<file path="src/rtl/rotator16_lr_reg.sv">
// rotator16_lr_reg - registered barrel rotator.
//
// Rotates x left or right by 0..WIDTH-1 positions through a log2(WIDTH)
// stage mux network. The result is registered, so it appears one cycle
// after the operands are captured. One operation per cycle, no backpressure.
//
// Ports:
//   clk            rising-edge clock
//   rst            asynchronous, active-high reset (clears result/out_valid)
//   in_valid       operands valid this cycle
//   x              data to rotate
//   shift          rotate amount, unsigned
//   left_or_right  1 = rotate toward MSB, 0 = rotate toward LSB
//   shift_mode     (only with ROTATOR_LOGICAL_SHIFT_EN) 1 = logical shift,
//                  0 = rotate
//   result         registered rotated data; holds when in_valid=0
//   out_valid      registered valid
//
// Build option: define ROTATOR_LOGICAL_SHIFT_EN to add the shift_mode port
// and logical-shift support. Default build is a pure rotator.

module rotator16_lr_reg #(
  parameter int WIDTH   = 16,
  parameter int SHAMT_W = 4
) (
  input  logic               clk,
  input  logic               rst,
  input  logic               in_valid,
  input  logic [WIDTH-1:0]   x,
  input  logic [SHAMT_W-1:0] shift,
  input  logic               left_or_right,
`ifdef ROTATOR_LOGICAL_SHIFT_EN
  input  logic               shift_mode,
`endif
  output logic [WIDTH-1:0]   result,
  output logic               out_valid
);

  // w_stage[0] is the raw operand; w_stage[k+1] is after stage k.
  logic [WIDTH-1:0] w_stage [0:SHAMT_W];
  logic             w_logical;

`ifdef ROTATOR_LOGICAL_SHIFT_EN
  assign w_logical = shift_mode;
`else
  assign w_logical = 1'b0;
`endif

  assign w_stage[0] = x;

  genvar k;
  generate
    for (k = 0; k < SHAMT_W; k++) begin : g_stage
      localparam int S = 1 << k;
      logic [WIDTH-1:0] w_right;
      logic [WIDTH-1:0] w_left;

      // Wrapped-around bits are replaced by zeros in logical mode.
      always_comb begin
        w_right = {w_stage[k][S-1:0], w_stage[k][WIDTH-1:S]};
        w_left  = {w_stage[k][WIDTH-S-1:0], w_stage[k][WIDTH-1:WIDTH-S]};
        if (w_logical) begin
          w_right[WIDTH-1:WIDTH-S] = '0;
          w_left[S-1:0]            = '0;
        end
      end

      assign w_stage[k+1] = !shift[k]     ? w_stage[k] :
                            left_or_right ? w_left     : w_right;
    end
  endgenerate

  logic [WIDTH-1:0] r_result;
  logic             r_out_valid;

  always_ff @(posedge clk or posedge rst) begin
    if (rst) begin
      r_result    <= '0;
      r_out_valid <= 1'b0;
    end else begin
      r_out_valid <= in_valid;
      if (in_valid) begin
        r_result <= w_stage[SHAMT_W];
      end
    end
  end

  assign result    = r_result;
  assign out_valid = r_out_valid;

endmodule

</file>
<file path="config.mk">
export PLATFORM = sky130hd
export DESIGN_NAME = rotator16_lr_reg
export DESIGN_NICKNAME = d
export VERILOG_FILES = /design/src/rtl/rotator16_lr_reg.sv
export SDC_FILE = /design/constraint.sdc
export NUM_CORES = 1
export LEC_CHECK = 0
export BUFFER_PORTS_ARGS = -buffer_cell sky130_fd_sc_hd__buf_2
export CORE_ASPECT_RATIO = 0.8
export CORE_MARGIN = 8
export CORE_UTILIZATION = 56
export DETAILED_ROUTE_END_ITERATION = 12
export PLACE_DENSITY = 0.82
export SKIP_LAST_GASP = 1
export SLEW_MARGIN = 10
export SYNTH_ARGS = -nofsm -noshare
export SYNTH_HDL_FRONTEND = slang
export SYNTH_SLANG_ARGS = --single-unit
</file>
<file path="constraint.sdc">
create_clock -name clk -period 2.3 [get_ports clk]
set_input_delay 0.46 -clock clk [delete_from_list [all_inputs] [get_ports clk]]
set_output_delay 0.46 -clock clk [all_outputs]
set_load 0.01 [all_outputs]
</file>
==> flow_metrics.tcl, run 1 <==
set metrics [dict create \
    start_kind "input port" \
    start_util_pct 58.0 \
    synth.net_count 280 \
    dr.pass1.iters 5 \
    post-dp-hpwl_um 5060 \
    num_vias 2259 \
    cts_root_buffer "clkbuf_8" \
    die_w_um 89.6 \
    p_leak_uw 0.00110 \
    cts_made_buffers 3 \
    slew_headroom_pct 58.8 \
    irDropWorstVdd_uv 236 \
    cp.arrival_ps 2230 \
    synth_area_um2 2420 \
    drv_slew 0 \
    wl_um 6690 \
    fin_crit_sh_pct 91.9 \
    yosysUniqueCellTypes 49 \
    grt_overflow_total 0 \
    async_flop_share_pct 100 \
    n_antenna_cell 0 \
    clkLatencyLatePin_ps 250 \
    grt_max_degree 27 \
    setup_viol 0 \
    grt_use_total_pct 20.2 \
    die_h_um 74.9 \
    port-buffer-count 40 \
    yosysWarnings 0 \
    die-area_um2 6700 \
    fill_cells 370 \
    power_density_nw_per_um2 439 \
    fin_cells 337 \
    cts.sinks 17 \
    rows 21 \
    finalPower_uw 1110 \
    core_um2 4180 \
    syn_area_per_cell_um2 9.47 \
    viasPerCell 6.70 \
    drv_cap 0 \
    crit_required_ps 2410 \
    cp_max_fo 16 \
    grt_pass1_vias 2128 \
    fin_crit_ps 2110 \
    path_clk_slew_ps 70 \
    synth-edff-count 0 \
    ioPinCount 41 \
    cts_hold_buf 0 \
    grt_pass1_wl_um 10600 \
    status "complete, no violations" \
    cts_tree "yes" \
    clk_path_buf_depth 2 \
    synth_seq_cells 17 \
    final_hold_viol_count 0 \
    max_freq_mhz 473 \
    finalWorstSetupSlack_ps 186 \
    drive_gt1_share_pct 28.9 \
    ant_nets 0 \
    fin_tns_setup_ps 0 \
    end_kind "flip-flop" \
    drc 0 \
    hp-class "input port to asynchronous set/reset pin" \
    dpl_worst_slack_ps -56.6 \
    ys.flop_type "dfrtp_1" \
    final_nets 305 \
    antenna_found_initial 0 \
    cts_resized 0 \
    placed_cells 333 \
    cts_setup_buffers 0 \
    drtIter0Drc 278 \
    wl_per_cell_um 19.9 \
    netlist_instances 256 \
    synthToLayoutAreaGrowth_pct 4.54 \
    htreeDepth 1 \
    rsz0062_at_grt "no" \
    yosysSeqAreaShare_pct 17.5 \
    tightest_slew_ps 618 \
    skew_ps 0 \
    gp_congestion 0.960 \
    path_class "input port to flip-flop" \
]
==> where the power goes <==
part           total (uW)  leakage, uW  internal [uW]  switching, uW
sequential            368     0.000192            344           23.8
combinational         525     0.000886            231            294
clock                 219    0.0000255            120           99.3
==> cell type report <==
cell class | instances | area (um^2) | area share, %
Multi-Input combinational cell | 197 | 1640 | 64.7
Sequential cell | 17 | 425 | 16.8
Timing Repair Buffer | 52 | 315 | 12.4
Tap cell | 57 | 71.3 | 2.81
Clock buffer | 3 | 41.3 | 1.63
Inverter | 10 | 37.5 | 1.48
Clock inverter | 1 | 5.00 | 0.197
==> critical path: stages <==
cell and delay (ps):
buf_2 160, buf_4 280, nand2b_1 160, a21boi_0 220, o221ai_1 280, a2111oi_0 550, a211oi_1 110
==> cell usage in the layout (no fill, tap or decap), types with 2 or more instances in the layout <==
cell type and instances:
a31oi_1 3, o221a_2 2, a211o_1 5, nor4_1 2, clkbuf_8 3, nor2_1 28, a21oi_1 15, o22a_1 6
dfrtp_1 17, buf_12 2, a311o_1 4, a221o_1 2, nor2b_1 2, o221ai_1 4, nand2_1 13, o32ai_1 4
buf_4 10, nand2b_1 6, mux2i_1 37, buf_2 40, a21o_1 2, mux2_2 5, mux4_2 14, o21ai_0 5
nand3_1 7, inv_1 9, a211oi_1 11, a2111oi_0 6
==> layer usage <==
layer	GRT usage, %	wire length, um	up-vias
li1	-	-	1042
met4	2.94	62	0
met5	0	0	-
met3	5.23	746	9
met1	27.2	2690	1065
met2	32.1	3200	143
==> flip-flops by register name (all words and copies together), names as in the netlist <==
name       flops
out_valid      1
result        16
==> cell families (layout without fill, tap and decap cells) <==
logic type             Yosys count  in the layout  synth area share [%]
buffers and inverters           42             66                  14.9
flip-flops                      17             17                  17.5
AO/OA/AOI/OAI                   77             77                  24.1
AND/OR/NAND/NOR                 63             63                  11.8
multiplexers                    57             57                  31.7
==> through the flow <==
| step | util (%) | instance area [um^2] | hold WS, ps |
|---|---|---|---|
| after CTS | 60.7 | 2530 | 297 |
| after floorplan | - | 2420 | 386 |
| final | 60.7 | 2530 | 273 |
| after detailed placement | 59.6 | 2490 | 540 |
| after global placement | 59.6 | 2490 | 534 |
| after global routing | 60.7 | 2530 | 339 |
==> path summary, 6_finish.rpt <==
path	startpoint	to	slack, ps	depth (start not counted)
max in group asynchronous	rst	result[11]	1630	2
hold reg to reg	result[1]	result[1]	540	2
hold / removal	rst	result[3]	270	2
setup reg to reg	result[11]	result[11]	1400	2
setup / recovery	left_or_right	result[12]	190	7
min in group clk	in_valid	out_valid	510	1
==> Yosys cell counts (6+ instances only) <==
| library cell | instances | share of area [%] |
|---|---|---|
| a2111oi_0 | 6 | 2.2 |
| a211oi_1 | 11 | 3.4 |
| a21oi_1 | 15 | 3.1 |
| clkbuf_8 | 8 | 4.5 |
| dfrtp_1 | 17 | 18 |
| inv_1 | 9 | 1.4 |
| mux2i_1 | 37 | 15 |
| mux4_2 | 14 | 13 |
| nand2_1 | 13 | 2.0 |
| nand2b_1 | 6 | 1.5 |
| nand3_1 | 7 | 1.4 |
| nor2_1 | 28 | 4.3 |
| o22a_1 | 6 | 2.2 |
Note: power is estimated with default switching activity, not from simulation.
==> inputs of run 2 (changes only) <==
--- a/config.mk
+++ b/config.mk
@@ -6,11 +6,14 @@
 export NUM_CORES = 1
 export LEC_CHECK = 0
 export BUFFER_PORTS_ARGS = -buffer_cell sky130_fd_sc_hd__buf_2
+export CAP_MARGIN = 0
+export CELL_PAD_IN_SITES_DETAIL_PLACEMENT = 0
+export CELL_PAD_IN_SITES_GLOBAL_PLACEMENT = 1
 export CORE_ASPECT_RATIO = 0.8
 export CORE_MARGIN = 8
-export CORE_UTILIZATION = 56
+export CORE_UTILIZATION = 35
 export DETAILED_ROUTE_END_ITERATION = 12
-export PLACE_DENSITY = 0.82
+export PLACE_DENSITY = 0.69
 export SKIP_LAST_GASP = 1
 export SLEW_MARGIN = 10
 export SYNTH_ARGS = -nofsm -noshare
==> run 2 against run 1 <==
Against the previous run: count of clock-buffer cells in the layout rose by 1; die area rose by 47%; cell area rose by 1.4%; clock power barely moved; via count fell by 4.2%; register-to-register slack barely moved; flip-flop and latch count did not move; critical path type unchanged; critical endpoint is now result[0]; largest cell class unchanged; largest power group unchanged.
==> flow_metrics.tcl, run 2 (same netlist as run 1, synthesis figures left out) <==
set metrics [dict create \
    status "complete, no violations" \
    cts_made_buffers 3 \
    die_h_um 90.4 \
    rsz0062_at_grt "no" \
    crit_required_ps 2410 \
    path_clk_slew_ps 60 \
    hp-class "input port to asynchronous set/reset pin" \
    viasPerCell 5.89 \
    dr.pass1.iters 4 \
    drive_gt1_share_pct 28.6 \
    p_clk_share_pct 19.6 \
    wl_um 7070 \
    num_vias 2163 \
    fin_crit_sh_pct 85.0 \
    switching_share_pct 37.3 \
    fill_cells 715 \
    cts_root_buffer "clkbuf_8" \
    clkLatencyLatePin_ps 250 \
    r2r_cells 2 \
    wl_per_cell_um 19.3 \
    cts_resized 0 \
    drc 0 \
    path_class "input port to flip-flop" \
    post-route-util_pct 37.9 \
    rows 27 \
    die_w_um 109 \
    crit_start "left_or_right" \
    layout.cells.most_common_list "buf_2, mux2i_1, nor2_1" \
    multiInputGateArea_um2 1640 \
    drv_slew 0 \
    cts_hold_buf 0 \
    clk_path_buf_depth 2 \
    cp.arrival_ps 2060 \
    power_density_nw_per_um2 433 \
    irDropWorstVdd_uv 204 \
    setup_viol 0 \
    skew_ps 0 \
    drtIter0Drc 196 \
    antenna_found_initial 0 \
    r2r_start "result[3]" \
    fin_tns_setup_ps 0 \
    post-dp-hpwl_um 5460 \
    p_leak_uw 0.00110 \
    final_nets 305 \
    cts_tree "yes" \
    end_kind "flip-flop" \
    cp_max_fo 31 \
    ant_nets 0 \
    cts_setup_buffers 0 \
    grt_use_total_pct 14.6 \
    port-buffer-count 40 \
    start_util_pct 35.7 \
    cts.sinks 17 \
    grt_max_degree 32 \
    comb_power_share_pct 47.3 \
    htreeDepth 1 \
    layout_commonest_cell "buf_2" \
    fin_crit_ps 1960 \
    tightest_slew_ps 637 \
    switchingPower_uw 415 \
    slew_headroom_pct 57.5 \
    max_freq_mhz 511 \
    p_int_uw 698 \
    drv_cap 0 \
    core_um2 6790 \
    final_hold_viol_count 0 \
    die-area_um2 9860 \
    start_kind "input port" \
    gp_congestion 0.828 \
    grt_pass1_wl_um 11700 \
    grt_pass1_vias 2223 \
    synthToLayoutAreaGrowth_pct 6.04 \
    largest_reg_flops 16 \
    ioPinCount 41 \
    p_seq_share_pct 33.1 \
    n_antenna_cell 0 \
    grt_overflow_total 0 \
    seq_area_um2 425 \
]
==> run 2: final timing paths <==
| check | slack [ps] | end |
|---|---|---|
| min in group clk | 520 | out_valid |
| setup / recovery | 340 | result[0] |
| hold reg to reg | 560 | result[8] |
| setup reg to reg | 1400 | result[3] |
| max in group asynchronous | 1610 | out_valid |
| hold / removal | 290 | result[2] |
==> run 2: area by class of cell <==
type                       instances  area share (%)
clock buffer                       4            1.75
sequential                        17            16.5
inverter                          10            1.46
multi-input combinational        197            63.7
timing repair buffer              52            12.3
tap                               87            4.23
==> run 2: power groups by stage <==
stage	Clock, uW	Combinational (uW)	Sequential, uW
after floorplan	0	368	393
after global placement	0	526	373
after detailed placement	0	526	375
after CTS	222	528	369
after global routing	242	573	375
final	218	526	369
==> run 2: per-layer routing <==
layer	GRT usage (%)	part of all wire, %	vias to the layer above
li1	-	-	1039
met1	20.4	45	1049
met2	22.1	46	65
met3	3.07	6.5	10
met4	3.53	1.9	0
met5	0	0	-
==> run 2: metrics by stage <==
step / std cells / total power (uW) / hold WS, ps / setup slack, ps / area (um^2)
3_3_place_gp: 363 / 899 / 549 / 102 / 2530
4_1_cts: 367 / 1120 / 311 / 349 / 2570
5_1_grt: 367 / 1190 / 339 / 104 / 2570
3_5_place_dp: 363 / 901 / 556 / 90.5 / 2530
2_1_floorplan: 256 / 761 / 386 / 362 / 2420
6_report: 367 / 1110 / 285 / 344 / 2570
==> run 2: critical path, stage by stage <==
cell and delay, ps:
buf_2 200, buf_12 250, mux2i_1 220, o221ai_1 240, a2111oi_0 570, a211oi_1 110
